==> config.mk <==
export PLATFORM = sky130hd
export DESIGN_NAME = pipe_hazard_ctrl_flat
export DESIGN_NICKNAME = d
export VERILOG_FILES = /design/src/rtl/pipe_hazard_ctrl_if.sv /design/src/rtl/pipe_hazard_ctrl.sv /design/src/flat_wrapper.sv
export SDC_FILE = /design/constraint.sdc
export NUM_CORES = 1
export LEC_CHECK = 0
export ABC_AREA = 1
export BUFFER_PORTS_ARGS = -buffer_cell sky130_fd_sc_hd__buf_2
export CAP_MARGIN = 25
export CORE_MARGIN = 3
export CORE_UTILIZATION = 54
export DETAILED_ROUTE_END_ITERATION = 6
export PLACE_DENSITY_LB_ADDON = 0.08
export SYNTH_ARGS = -nofsm -noshare
export SYNTH_HDL_FRONTEND = slang
export SYNTH_SLANG_ARGS = --single-unit
==> constraint.sdc <==
create_clock -name i_clk -period 2.37 [get_ports i_clk]
set_input_delay 0.711 -clock i_clk [delete_from_list [all_inputs] [get_ports i_clk]]
set_output_delay 0.711 -clock i_clk [all_outputs]
set_load 0.005 [all_outputs]
==> src/rtl/pipe_hazard_ctrl_if.sv <==
// pipe_hazard_ctrl_if: hazard inputs and stage-register controls of the pipeline
interface pipe_hazard_ctrl_if #(
    parameter int CNT_W = 32
);
    logic             i_mem_req_mem;
    logic             i_mem_ack;
    logic             i_mem_rden_ex;
    logic             i_rd_wren_ex;
    logic [4:0]       i_rd_ex;
    logic [4:0]       i_rs1_id;
    logic [4:0]       i_rs2_id;
    logic             i_rs1_used_id;
    logic             i_rs2_used_id;
    logic             i_pc_sel_ex;
    logic             o_enable_pc;
    logic             o_enable_if;
    logic             o_enable_id;
    logic             o_enable_ex;
    logic             o_enable_mem;
    logic             o_flush_n_if;
    logic             o_flush_n_id;
    logic             o_flush_n_mem;
    logic             o_mem_err;
    logic [CNT_W-1:0] o_stall_cnt;

    modport master (
        output i_mem_req_mem, i_mem_ack, i_mem_rden_ex, i_rd_wren_ex, i_rd_ex,
               i_rs1_id, i_rs2_id, i_rs1_used_id, i_rs2_used_id, i_pc_sel_ex,
        input  o_enable_pc, o_enable_if, o_enable_id, o_enable_ex, o_enable_mem,
               o_flush_n_if, o_flush_n_id, o_flush_n_mem, o_mem_err, o_stall_cnt
    );

    modport slave (
        input  i_mem_req_mem, i_mem_ack, i_mem_rden_ex, i_rd_wren_ex, i_rd_ex,
               i_rs1_id, i_rs2_id, i_rs1_used_id, i_rs2_used_id, i_pc_sel_ex,
        output o_enable_pc, o_enable_if, o_enable_id, o_enable_ex, o_enable_mem,
               o_flush_n_if, o_flush_n_id, o_flush_n_mem, o_mem_err, o_stall_cnt
    );
endinterface

==> src/rtl/pipe_hazard_ctrl.sv <==
// pipe_hazard_ctrl: stall/flush sequencer for the 5-stage pipeline
module pipe_hazard_ctrl #(
    parameter int MEM_TIMEOUT = 16,
    parameter int CNT_W       = 32
) (
    input logic               i_clk,
    input logic               i_rst,
    pipe_hazard_ctrl_if.slave bus
);
    localparam int WW = $clog2(MEM_TIMEOUT) + 1;
    localparam logic [WW-1:0] WLAST = WW'(MEM_TIMEOUT - 1);

    typedef enum logic [1:0] {RUN, MEM_WAIT, ERR} state_t;

    state_t        state, state_nxt;
    logic [WW-1:0] wcnt, wcnt_nxt;
    logic          memstall, load_use, live, hold, branch;

    // hazard detection and stage control, all same-cycle
    always_comb begin
        memstall = bus.i_mem_req_mem & ~bus.i_mem_ack;
        load_use = bus.i_mem_rden_ex & bus.i_rd_wren_ex & (bus.i_rd_ex != 5'd0) &
                   ((bus.i_rs1_used_id & (bus.i_rs1_id == bus.i_rd_ex)) |
                    (bus.i_rs2_used_id & (bus.i_rs2_id == bus.i_rd_ex)));
        live     = i_rst & (state != ERR);
        hold     = live & ~memstall;
        branch   = bus.i_pc_sel_ex;
        bus.o_enable_pc   = hold & (branch | ~load_use);
        bus.o_enable_if   = hold & (branch | ~load_use);
        bus.o_enable_id   = hold;
        bus.o_enable_ex   = hold;
        bus.o_enable_mem  = hold;
        bus.o_flush_n_if  = live & ~(hold & branch);
        bus.o_flush_n_id  = live & ~(hold & (branch | load_use));
        bus.o_flush_n_mem = hold;
        bus.o_mem_err     = state == ERR;
    end

    // memory wait sequencing; ack or a dropped request both end the wait
    always_comb begin
        state_nxt = state;
        wcnt_nxt  = wcnt;
        case (state)
            RUN:      if (memstall) begin
                          state_nxt = MEM_WAIT;
                          wcnt_nxt  = WW'(1);
                      end
            MEM_WAIT: if (!memstall) begin
                          state_nxt = RUN;
                          wcnt_nxt  = '0;
                      end else if (wcnt == WLAST) state_nxt = ERR;
                      else wcnt_nxt = wcnt + 1'b1;
            default:  state_nxt = ERR;
        endcase
    end

    // state register; ERR is left only through reset
    always_ff @(posedge i_clk or negedge i_rst) begin
        if (!i_rst) begin
            state <= RUN;
            wcnt  <= '0;
        end else begin
            state <= state_nxt;
            wcnt  <= wcnt_nxt;
        end
    end

    // saturating count of cycles where the PC is held
    always_ff @(posedge i_clk or negedge i_rst) begin
        if (!i_rst) bus.o_stall_cnt <= '0;
        else if (!bus.o_enable_pc && bus.o_stall_cnt != '1) bus.o_stall_cnt <= bus.o_stall_cnt + 1'b1;
    end
endmodule

==> src/flat_wrapper.sv <==
// flat-port wrapper written by rule: the top's interface ports become plain ports
module pipe_hazard_ctrl_flat 
#(
    parameter int MEM_TIMEOUT = 16,
    parameter int CNT_W       = 32
)
  (i_clk, i_rst, bus_i_mem_req_mem, bus_i_mem_ack, bus_i_mem_rden_ex, bus_i_rd_wren_ex, bus_i_rd_ex, bus_i_rs1_id, bus_i_rs2_id, bus_i_rs1_used_id, bus_i_rs2_used_id, bus_i_pc_sel_ex, bus_o_enable_pc, bus_o_enable_if, bus_o_enable_id, bus_o_enable_ex, bus_o_enable_mem, bus_o_flush_n_if, bus_o_flush_n_id, bus_o_flush_n_mem, bus_o_mem_err, bus_o_stall_cnt);
  pipe_hazard_ctrl_if #(.CNT_W(CNT_W)) bus_i ();
  input logic i_clk;
  input logic i_rst;
  input wire logic [$bits(bus_i.i_mem_req_mem)-1:0] bus_i_mem_req_mem;
  input wire logic [$bits(bus_i.i_mem_ack)-1:0] bus_i_mem_ack;
  input wire logic [$bits(bus_i.i_mem_rden_ex)-1:0] bus_i_mem_rden_ex;
  input wire logic [$bits(bus_i.i_rd_wren_ex)-1:0] bus_i_rd_wren_ex;
  input wire logic [$bits(bus_i.i_rd_ex)-1:0] bus_i_rd_ex;
  input wire logic [$bits(bus_i.i_rs1_id)-1:0] bus_i_rs1_id;
  input wire logic [$bits(bus_i.i_rs2_id)-1:0] bus_i_rs2_id;
  input wire logic [$bits(bus_i.i_rs1_used_id)-1:0] bus_i_rs1_used_id;
  input wire logic [$bits(bus_i.i_rs2_used_id)-1:0] bus_i_rs2_used_id;
  input wire logic [$bits(bus_i.i_pc_sel_ex)-1:0] bus_i_pc_sel_ex;
  output wire logic [$bits(bus_i.o_enable_pc)-1:0] bus_o_enable_pc;
  output wire logic [$bits(bus_i.o_enable_if)-1:0] bus_o_enable_if;
  output wire logic [$bits(bus_i.o_enable_id)-1:0] bus_o_enable_id;
  output wire logic [$bits(bus_i.o_enable_ex)-1:0] bus_o_enable_ex;
  output wire logic [$bits(bus_i.o_enable_mem)-1:0] bus_o_enable_mem;
  output wire logic [$bits(bus_i.o_flush_n_if)-1:0] bus_o_flush_n_if;
  output wire logic [$bits(bus_i.o_flush_n_id)-1:0] bus_o_flush_n_id;
  output wire logic [$bits(bus_i.o_flush_n_mem)-1:0] bus_o_flush_n_mem;
  output wire logic [$bits(bus_i.o_mem_err)-1:0] bus_o_mem_err;
  output wire logic [$bits(bus_i.o_stall_cnt)-1:0] bus_o_stall_cnt;
  assign bus_i.i_mem_req_mem = bus_i_mem_req_mem;
  assign bus_i.i_mem_ack = bus_i_mem_ack;
  assign bus_i.i_mem_rden_ex = bus_i_mem_rden_ex;
  assign bus_i.i_rd_wren_ex = bus_i_rd_wren_ex;
  assign bus_i.i_rd_ex = bus_i_rd_ex;
  assign bus_i.i_rs1_id = bus_i_rs1_id;
  assign bus_i.i_rs2_id = bus_i_rs2_id;
  assign bus_i.i_rs1_used_id = bus_i_rs1_used_id;
  assign bus_i.i_rs2_used_id = bus_i_rs2_used_id;
  assign bus_i.i_pc_sel_ex = bus_i_pc_sel_ex;
  assign bus_o_enable_pc = bus_i.o_enable_pc;
  assign bus_o_enable_if = bus_i.o_enable_if;
  assign bus_o_enable_id = bus_i.o_enable_id;
  assign bus_o_enable_ex = bus_i.o_enable_ex;
  assign bus_o_enable_mem = bus_i.o_enable_mem;
  assign bus_o_flush_n_if = bus_i.o_flush_n_if;
  assign bus_o_flush_n_id = bus_i.o_flush_n_id;
  assign bus_o_flush_n_mem = bus_i.o_flush_n_mem;
  assign bus_o_mem_err = bus_i.o_mem_err;
  assign bus_o_stall_cnt = bus_i.o_stall_cnt;
  pipe_hazard_ctrl #(.MEM_TIMEOUT(MEM_TIMEOUT), .CNT_W(CNT_W)) u_core (.i_clk(i_clk), .i_rst(i_rst), .bus(bus_i));
endmodule
Word level (Yosys, flattened, before mapping)
Index checks and enable logic that the tools add are counted.
Word-level totals
  flip-flop bits (word level): 39
Cells by class
  add/subtract/negate cells: 2
  equal/unequal tests: 10
  mux-type cells: 8
  bitwise logic cells: 21
  reductions and logical operators: 7
Operators by type and width (number)
  $add 32x1->32 const B: 1
  $ne 32x32->1 const B: 1
  $mux 5: 3
  $and 1x1->1: 13
  $eq 5x5->1: 2
  $pmux 5 s2: 1
  $mux 2: 3
  $ne 3x3->1 const B: 2
  $add 5x1->5 const B: 1
  $eq 5x4->1 const B: 1
  $not 1->1: 5
  $reduce_bool 5->1: 1
  $pmux 2 s2: 1
  $or 1x1->1: 3
  $reduce_and 3->1: 1
  $eq 2x1->1 const B: 1
  $eq 2x2->1 const B: 1
  $logic_not 2->1: 1
  $ne 2x1->1 const B: 1
  $ne 2x2->1 const B: 1
  $reduce_and 2->1: 1
  $reduce_bool 2->1: 1
  $logic_and 1x1->1: 1
  $logic_not 1->1: 1

Logic depth before layout (Yosys ltp)
  depth in word-level cells: 9
  gate-level depth with buffers: 12
  gate-level depth less buffers: 12

Least setup slack after synthesis
OpenSTA, ideal clock, no wires.
  path type: input to output
  from: in bus_i_rs1_id[0]
  to: out bus_o_enable_pc
  arrival time: 1.616 ns
  required time: 1.659 ns
  slack: 0.043 ns
  stages: 11
  cells stage by stage: inv_1 > nand2_1 > nand2_1 > nor2_1 > nand3_1 > nand2_1 > nand3_1 > nand2_2 > buf_2 > inv_1 > buf_4
On the way
  word-level cells in the longest chain between the ends: 7
RTL lines
  from (decl): RTL line flat_wrapper.sv:16  | input wire logic [$bits(bus_i.i_rs1_id)-1:0] bus_i_rs1_id;
  $eq 5x5->1: RTL line pipe_hazard_ctrl.sv:23  | ((bus.i_rs1_used_id & (bus.i_rs1_id == bus.i_rd_ex)) |
  $and 1x1->1: RTL line pipe_hazard_ctrl.sv:23
  $or 1x1->1: RTL line pipe_hazard_ctrl.sv:23
  $and 1x1->1: RTL line pipe_hazard_ctrl.sv:22  | load_use = bus.i_mem_rden_ex & bus.i_rd_wren_ex & (bus.i_rd_ex != 5'd0) &
  $not 1->1
  $or 1x1->1
  $and 1x1->1
  to (decl): RTL line flat_wrapper.sv:21  | output wire logic [$bits(bus_i.o_enable_pc)-1:0] bus_o_enable_pc;
Every way passes these cells.

Worst setup path after layout
  from: in bus_i_rd_ex[4]
  to: out bus_o_enable_pc
On the way
  word-level cells in the longest chain between the ends: 7
RTL lines
  from (decl): RTL line flat_wrapper.sv:15  | input wire logic [$bits(bus_i.i_rd_ex)-1:0] bus_i_rd_ex;
  $eq 5x5->1 (on tied branches): RTL line pipe_hazard_ctrl.sv:23, pipe_hazard_ctrl.sv:24
  $and 1x1->1 (on tied branches): RTL line pipe_hazard_ctrl.sv:23, pipe_hazard_ctrl.sv:24
  $or 1x1->1: RTL line pipe_hazard_ctrl.sv:23
  $and 1x1->1 (*): RTL line pipe_hazard_ctrl.sv:22
  $not 1->1 (*): RTL line pipe_hazard_ctrl.sv:28  | bus.o_enable_pc = hold & (branch | ~load_use);
  $or 1x1->1 (*): RTL line pipe_hazard_ctrl.sv:28
  $and 1x1->1 (*): RTL line pipe_hazard_ctrl.sv:28
Mark *: on every way between the ends. The rest lies on a longest branch, timed or not.

==> summary.md <==
| Metric | Value |
|---|---|
| Die X | 77.64 um |
| Fin. max-slew vios | 0 |
| Hold Path Class | input port to async pin |
| Share of cells above drive strength 1 | 19.84% |
| CTS resizes | 0 |
| Detail-routed via count per cell | 5.007 |
| Area leader, netlist | dfrtp_1 |
| Antenna diodes | 0 |
| Yosys warns | 0 |
| Hold buffers post-CTS | 0 |
| Pwr/cell area | 426.8 nW/um^2 |
| Chip height | 77.64 um |
| Number of global-route vias before repair | 2,608 |
| Hold Fails Final Rpt | 0 |
| Post-CTS setup buffers | 0 |
| FF/Latch Area | 975.9 um^2 |
| First-pass iteration count of the detailed router | 4 |
| Layout area overhead | 19.46% |
| Post-DP HPWL | 4958 um |
| CP peak stage delay | 110 ps |
| Worst path top cell family by delay | simple AND/OR/NAND/NOR gates |
| WL/cell | 11.62 um |
| Post-Syn Nets | 463 |
| Max-Cap Viols | 0 |
| Most common cell after layout, fill and taps aside | nand2_1 |
| Htree depth | 2 |
| Synth top area share | 35.21% |
| Vias | 2,834 |
| GRT Util Overall | 22.89% |
| Worst setup SP type | input port |
| Final hold slack | 477.7 ps |
| Comb pwr share | 5.4% |
| Post-synthesis cell type count | 27 |
| Syn Inst Count | 436 |
| Post-synthesis sequential area ratio | 35.21% |
| CTS tree | built |
| Flop pwr share | 47.0% |
| Area of the multi-input gates | 1510 um^2 |
| Fin cells | 566 |
| CP Cell Sequence | buf_2 > inv_2 > nand2_1 > nand2_1 > nor2_1 > nand3_1 > nand2_2 > nand3_2 > nand2_4 > inv_2 > buf_2 |
| Clock Tree Buf Depth | 2 |
| Post-Syn Area | 2771 um^2 |
| Critical Path Sink Type | output port |
| Final period util | 95.58% |
| Gr ovfl total | 0 |
| Bufs and invs on worst path | 4 |
| First-pass GRT wire length | 11,350 um |
| CP max FO | 3 |
| DR DRC count | 0 |
| Syn avg cell area | 6.356 um^2 |
| DIE AREA | 6028 um^2 |
| Nets | 525 |
| FMAX | 0.4414 GHz |
| Largest net degree at the start of global routing | 50 |
| Worst-Skew Late Latency | 300 ps |
| Net switching power | 0.0002949 W |
| Starting density of the core | 57.16% |
| WS Path Type | input port to output port |
| Cell row count | 25 |
| Final setup violation count | 0 |
| Routed WL | 6577 um |
| Yosys reg bits | 39 |
| Fillers | 440 |
| Critical Path AT | 1550 ps |
| Initial antenna violation count | 0 |
| TritonCTS Sinks | 39 |
| Critical path required time | 1660 ps |
| Top-Level Pins | 65 |
| Placer Congestion | 0.8696 |
| Ranking of synthesized cells by area | dfrtp_1 35%, nand2_1 23%, inv_1 8.1% |
| Fin crit period | 2265 ps |
| Switching portion of total power | 20.87% |
| CTS clk-pin slew, worst paths | 80 ps |
| Fin util | 68.28% |
| VDD IR max | 344.9 uV |
| Final antenna-violating net count | 0 |
| Status | finished, final reports clean |
| Internal power | 0.001118 W |
| Number of buffers created by CTS | 5 |
| Slowest stage cell, crit path | nor2_1 |
| Clock group share of total power | 47.5% |
| Core box area | 4848 um^2 |
| CTS Root Buffer Type | clkbuf_8 |
| Worst Tran Pin Value | 492.3 ps |
| DR iter-0 viols | 131 |
| Cells after DPL | 558 |
| Rel. slew slack | 67.18% |
| Clock Skew | 7.509 ps |
| Port Buffers | 64 |
| Pleak | 1.850 nW |
| Commonest non-fill, non-tap cells in the layout | 166 x nand2_1, 59 x buf_2, 56 x inv_1 |
[per-stage QoR]
step                      setup WS, ps  area (um^2)  TNS [ps]   power, W
final                            104.7         3311         0   0.001413
after global routing           -0.9263         3311    -1.147   0.001465
after CTS                        40.41         3259         0   0.001420
after detailed placement         44.26         3127         0  0.0007477
after global placement           66.33         3127         0  0.0007453
after floorplan                  43.37         2771         0  0.0007050
[cells in the mapped netlist (all sizes together)]
master / number
and3: 1
ha: 3
nand3b: 3
inv: 63
xor2: 7
nand3: 47
nand4: 8
nand2: 174
o22ai: 2
nor3: 11
dfrtp: 39
a21oi: 4
buf: 11
xnor2: 4
nor2: 54
o21ai: 5
[cells by family after synthesis]
kind of cell | share of synthesized area (%)
simple gates | 46.59
buf+inv | 11.29
flops | 35.21
compound gates | 2.077
fa+ha+maj | 1.355
xor+xnor | 3.476
[metal layers]
layer  vias up  track usage, %  share of wire [%]  wire length, um
li1       1465               -                  -                -
met1      1289           29.19                 45             2936
met2        73           39.47                 49             3204
met3         7           4.292                5.7              375
met4         0           6.228               0.91               60
met5         -               0                  0                0
[flip-flops by register name, indices dropped and copies added (netlist names)]
name                    count
u_core.bus.o_stall_cnt     32
u_core.wcnt                 5
u_core.state                2
[power by group through the flow]
stage          clock network [W]  logic (W)  registers [W]
2_1_floorplan                  0  0.0000268       0.000678
5_1_grt                 0.000711  0.0000897       0.000665
3_5_place_dp                   0  0.0000697       0.000678
6_report                0.000671  0.0000770       0.000665
4_1_cts                 0.000685  0.0000700       0.000665
3_3_place_gp                   0  0.0000672       0.000678
[cell type report]
type	count	area share [%]
clock buffer	6	2.192
multi-input combinational	323	45.62
inverter	63	7.143
tap	67	2.532
clock inverter	2	1.814
sequential	39	29.48
timing repair buffer	66	11.22
[worst paths after layout]
| check | from | end | slack, ps | depth (start not counted) |
|---|---|---|---|---|
| setup / recovery | bus_i_rd_ex[4] | bus_o_enable_pc | 100 | 11 |
| hold / removal | i_rst | u_core.wcnt[2] | 480 | 2 |
| setup reg to reg | u_core.bus.o_stall_cnt[0] | u_core.bus.o_stall_cnt[15] | 400 | 9 |
| hold reg to reg | u_core.wcnt[0] | u_core.wcnt[0] | 540 | 2 |
| max in group asynchronous | i_rst | u_core.bus.o_stall_cnt[10] | 1540 | 2 |
| min in group i_clk | u_core.wcnt[0] | u_core.wcnt[0] | 540 | 2 |
No activity file was read; power rests on OpenSTA's default activity.
